### config.mk
export PLATFORM = sky130hd
export DESIGN_NAME = mac_serial_seq
export DESIGN_NICKNAME = d
export VERILOG_FILES = /design/src/rtl/mac_serial_seq.sv
export SDC_FILE = /design/constraint.sdc
export NUM_CORES = 1
export LEC_CHECK = 0
export BUFFER_PORTS_ARGS = -buffer_cell sky130_fd_sc_hd__buf_4
export CELL_PAD_IN_SITES_DETAIL_PLACEMENT = 0
export CELL_PAD_IN_SITES_GLOBAL_PLACEMENT = 1
export CORE_MARGIN = 4
export CORE_UTILIZATION = 46
export CTS_CLUSTER_DIAMETER = 50
export DETAILED_ROUTE_END_ITERATION = 10
export PLACE_DENSITY_LB_ADDON = 0.1
export SETUP_SLACK_MARGIN = 0.02
export SLEW_MARGIN = 20
export SYNTH_ARGS = -nofsm -noshare
export SYNTH_HDL_FRONTEND = slang
export SYNTH_SLANG_ARGS = --single-unit
### constraint.sdc
create_clock -name clk -period 7.9 [get_ports clk]
set_input_delay 0.395 -clock clk [delete_from_list [all_inputs] [get_ports clk]]
set_output_delay 0.395 -clock clk [all_outputs]
set_load 0.02 [all_outputs]
### src/rtl/mac_serial_seq.sv
// mac_serial_seq: multi-lane multibit-serial MAC with runtime precision and built-in accumulation controller
module mac_serial_seq #(
  parameter int W_WIDTH    = 8,
  parameter int A_WIDTH    = 8,
  parameter int N_WIDTH    = 2,
  parameter int PLUS_WIDTH = 4,
  parameter int LANES      = 4,
  parameter int CNT_WIDTH  = 16,
  localparam int Z_WIDTH   = W_WIDTH + A_WIDTH + PLUS_WIDTH
) (
  input  logic                       clk,
  input  logic                       rst,
  input  logic [1:0]                 cfg_w_prec,
  input  logic                       cfg_a_signed,
  input  logic [CNT_WIDTH-1:0]       cfg_acc_len,
  input  logic                       in_valid,
  output logic                       in_ready,
  input  logic [LANES*W_WIDTH-1:0]   w,
  input  logic [LANES*A_WIDTH-1:0]   a,
  output logic                       out_valid,
  input  logic                       out_ready,
  output logic [LANES*Z_WIDTH-1:0]   z
);
  localparam int P_WIDTH = W_WIDTH + A_WIDTH;
  localparam int S_WIDTH = $clog2(W_WIDTH / N_WIDTH + 1);
  typedef enum logic [1:0] {IDLE, SHIFT, ACC, OUT} state_t;
  state_t state, next_state;
  logic [1:0] prec;
  logic a_signed;
  logic [CNT_WIDTH-1:0] acc_len, op_cnt;
  logic [S_WIDTH-1:0] step, steps;
  logic accept, last, done;
  assign steps = S_WIDTH'((W_WIDTH >> prec) / N_WIDTH);
  assign last = step == steps - S_WIDTH'(1);
  assign done = op_cnt + CNT_WIDTH'(1) == acc_len;
  assign accept = in_valid & in_ready;
  always_comb begin
    next_state = state;
    in_ready = state == IDLE;
    out_valid = state == OUT;
    unique case (state)
      IDLE:  next_state = in_valid ? SHIFT : IDLE;
      SHIFT: next_state = last ? ACC : SHIFT;
      ACC:   next_state = done ? OUT : IDLE;
      OUT:   next_state = out_ready ? IDLE : OUT;
    endcase
  end
  always_ff @(posedge clk) begin
    if (rst) begin
      state <= IDLE;
      step <= '0;
      op_cnt <= '0;
      prec <= 2'd0;
      a_signed <= 1'b0;
      acc_len <= CNT_WIDTH'(1);
    end else begin
      state <= next_state;
      if (accept) begin
        step <= '0;
        if (op_cnt == '0) begin
          prec <= cfg_w_prec == 2'd3 ? 2'd0 : cfg_w_prec;
          a_signed <= cfg_a_signed;
          acc_len <= cfg_acc_len == '0 ? CNT_WIDTH'(1) : cfg_acc_len;
        end
      end
      if (state == SHIFT) step <= step + S_WIDTH'(1);
      if (state == ACC) op_cnt <= op_cnt + CNT_WIDTH'(1);
      if (state == OUT && out_ready) op_cnt <= '0;
    end
  end
  for (genvar l = 0; l < LANES; l++) begin : g_lane
    logic [W_WIDTH-1:0] w_q;
    logic [A_WIDTH-1:0] a_q;
    logic [P_WIDTH-1:0] prod;
    logic [Z_WIDTH-1:0] z_acc, a_ext, prod_ext, pp, prod_next;
    assign a_ext = {{(Z_WIDTH-A_WIDTH){a_signed & a_q[A_WIDTH-1]}}, a_q};
    assign prod_ext = {{PLUS_WIDTH{prod[P_WIDTH-1]}}, prod};
    // the top weight bit of the final chunk carries negative weight
    always_comb begin
      pp = '0;
      for (int j = 0; j < N_WIDTH; j++)
        if (w_q[j]) pp = (last && j == N_WIDTH - 1) ? pp - (a_ext << j) : pp + (a_ext << j);
      prod_next = prod_ext + (pp << (step * N_WIDTH));
    end
    always_ff @(posedge clk) begin
      if (rst) begin
        w_q <= '0;
        a_q <= '0;
        prod <= '0;
        z_acc <= '0;
      end else begin
        if (accept) begin
          w_q <= w[l*W_WIDTH +: W_WIDTH];
          a_q <= a[l*A_WIDTH +: A_WIDTH];
          prod <= '0;
        end
        if (state == SHIFT) begin
          prod <= prod_next[P_WIDTH-1:0];
          w_q <= w_q >> N_WIDTH;
        end
        if (state == ACC) z_acc <= z_acc + prod_ext;
        if (state == OUT && out_ready) z_acc <= '0;
      end
    end
    assign z[l*Z_WIDTH +: Z_WIDTH] = z_acc;
  end
endmodule

==> flow_summary.ini <==
[run_status]
status = complete, no violations

[clocking]
post_cts.resized_instances = 0
hold_buffers = 0
worst_setup_hold_path_clk_slew_ps = 60
cts_root_buffer = clkbuf_16
clock_path_buffers = 3
cts_post_setup_buffers_inserted = 0
cts_made_buffers = 37
clock_sinks = 248
worst_skew_pair.late_latency_ps = 570
htree_num_levels = 2
tritoncts = built

[global_route]
first_global_vias = 20100
globalRouteTotalUtil = 0.246
grt_max_degree = 81
initial_antenna_violation_count = 1
globalRoute.totalOverflow = 0
grt_pass1_wl_um = 103000

[sta]
worst_clock_skew_ps = 25.9
final_setup_fails = 0
max_freq_mhz = 155
min_period_ps = 6440
final-max-slew-violation-count = 0
setup-tns-final_ps = 0
timing.final.hold_violations = 0
timing_worst_slew_pin_value_ps = 975
rsz_0062_raised_after_global_routing = false
layout_worst_path_cycle_share = 0.815
worst_slew_margin_rel = 0.350
final_critical_path_setup_slack_ps = 1460

[setup_path]
ff2ff_setup_slack_ps = 1460
cp-end-kind = flop
crit_end = g_lane[1].prod[15]
worst-path-max-fanout = 23
startpoint_class_of_the_critical_path = flop
worstSetupPathType = reg -> reg
worst-r2r-cell-count = 25
timing.critical_path.arrival_ps = 6940
regToRegEndpoint = g_lane[1].prod[15]
crit_path_start = prec[0]
rr_startpoint = prec[0]
required_ps = 8400

[logic_synthesis]
syn_area_um2 = 21400
synthTopCellsByCount = nand2_1, a21oi_1, dfxtp_1, nor2_1, ha_1
number_of_synthesized_register_bits = 248
synthesis.yosys.warnings = 0
synth_nets = 3167
library_cell_with_the_highest_instance_count_after_synthesis = nand2_1
share_of_flip_flops_with_an_asynchronous_set_or_reset_after_synthesis = 0
syn_area_per_cell_um2 = 7.46
syn-instance-count = 2863
synth_top_area_share = 0.232
distinct_cells_synth = 94
synth.yosys.seq_area_share = 0.232
synthFlopType = dfxtp_1
ys_top_cells_by_area = dfxtp_1, ha_1, a21oi_1, nand2_1, xnor2_1
synth_edf_count = 0
synth_largest_area_cell = dfxtp_1

[finish]
flow.area_growth_from_synthesis_pct = 13.6
num_antenna_cells = 0
fin_nets = 3246
drive_gt1_frac = 0.105
post_layout_nonfiller_instances = 3567

[floorplanning]
placement_rows = 78
start_util = 0.468
die_area_um2 = 50000
boundaryPins = 169
core_um2 = 45700
die_h_um = 224
chip_width_um = 224

[routing]
viasPerCell = 5.89
via_total_after_detailed_routing = 21000
ant_nets = 0
drt_drc_violations_left = 0
wl_per_cell_um = 18.0
drt_iter0_drc = 1319
totalWireLength_um = 64200
detail_route.first_pass.iterations = 5

[placed_design]
placed_cells = 3503
port_buffers = 168
hpwlAfterDp_um = 47900
place.gp.congestion = 0.927
placement.setup.worst_slack_ps = 1430

[job]
max-cap-violations = 0

[pwr]
p_leak_uw = 0.0104
worst_ir_drop_vdd_mv = 0.183
power.density_nw_per_um2 = 169

[worst_hold_path]
hold_path.class = in -> reg
## sequential cells by signal, indices dropped and copies added (netlist names)
register,flops
g_lane.z_acc,80
prec,2
step,3
a_signed,1
state,2
op_cnt,16
g_lane.w_q,32
g_lane.a_q,32
g_lane.prod,64
acc_len,16
## cells by family (layout without fill, tap and decap cells)
logic type                 after synthesis  in the layout  share of synthesized area
AOI/OAI and AO/OA                      814            814                      0.244
xor gates and xnor gates               182            182                     0.0756
adders and majority gates              217            217                      0.131
buffers and inverters                  239            343                     0.0427
DFF                                    248            248                      0.232
muxes                                   76             76                     0.0384
and+or+nand+nor                       1087           1087                      0.235
## routing by layer
layer,routed length [µm],global-route usage,share of wire,vias up
met5,0,0,0,-
met3,2600,0.0304,0.041,127
met2,31300,0.432,0.49,462
met1,27900,0.309,0.43,9902
li1,-,-,-,10500
met4,2360,0.0915,0.037,0
## layout by cell type (no fill, tap or decap), types with 38 or more instances in the layout
| cell | instances |
|---|---|
| a21o_1 | 48 |
| a21oi_1 | 313 |
| buf_4 | 188 |
| clkbuf_16 | 38 |
| dfxtp_1 | 246 |
| ha_1 | 205 |
| inv_1 | 86 |
| mux2i_1 | 55 |
| nand2_1 | 396 |
| nand3_1 | 129 |
| nor2_1 | 247 |
| nor3_1 | 85 |
| o21a_1 | 38 |
| o21ai_0 | 122 |
| xnor2_1 | 121 |
| xor2_1 | 58 |
## power by group
part	internal, µW	switching [µW]
sequential	1300	71.7
clock	1040	649
combinational	430	608
total	2770	1330
## cell type report
class,count,area [µm²]
inverters,91,342
clock buffers,44,993
flip-flops and latches,248,4970
multi-input cells,2376,15500
clock inverters,20,265
fillers,4394,21400
well taps,600,751
repair buffers,188,1410
## through the flow
stage,utilization,total power (µW),area [µm²],hold WS (ps)
after global routing,0.531,4310,24300,52.7
after global placement,0.504,2410,23000,442
after detailed placement,0.504,2430,23000,449
after CTS,0.531,4130,24300,39.9
final,0.531,4090,24300,73.3
after floorplan,-,2160,21400,437
## worst min path at each step
stage | start | depth (start not counted) | endpoint | slack [ps]
floorplan | g_lane[0].w_q[5] | 2 | g_lane[0].w_q[5] | 440
global placement | g_lane[2].w_q[7] | 2 | g_lane[2].w_q[7] | 440
detailed placement | g_lane[1].w_q[6] | 2 | g_lane[1].w_q[6] | 450
CTS | w[15] | 3 | g_lane[1].w_q[7] | 40
global route | cfg_acc_len[9] | 3 | acc_len[9] | 50
finish | cfg_acc_len[9] | 3 | acc_len[9] | 70
## worst max-delay path, cell delays in order (launching register included)
cell and delay [ps]:
dfxtp_1 350, inv_1 50, ha_1 340, xnor2_1 290, nand3_2 620, o21ai_0 550, inv_1 90, ha_1 270
nor2b_1 120, o21ai_0 190, a21boi_0 150, o21ai_0 290, nor2b_1 200, xnor2_1 90, mux4_2 510, a21oi_1 160
o21ai_0 110, ha_1 390, nand3_1 100, nand2_1 50, a41oi_1 250, a211o_1 210, o21ai_0 170, and3_1 220
or4_1 500, nand4_1 100
Note: power is estimated with default switching activity, not from simulation.
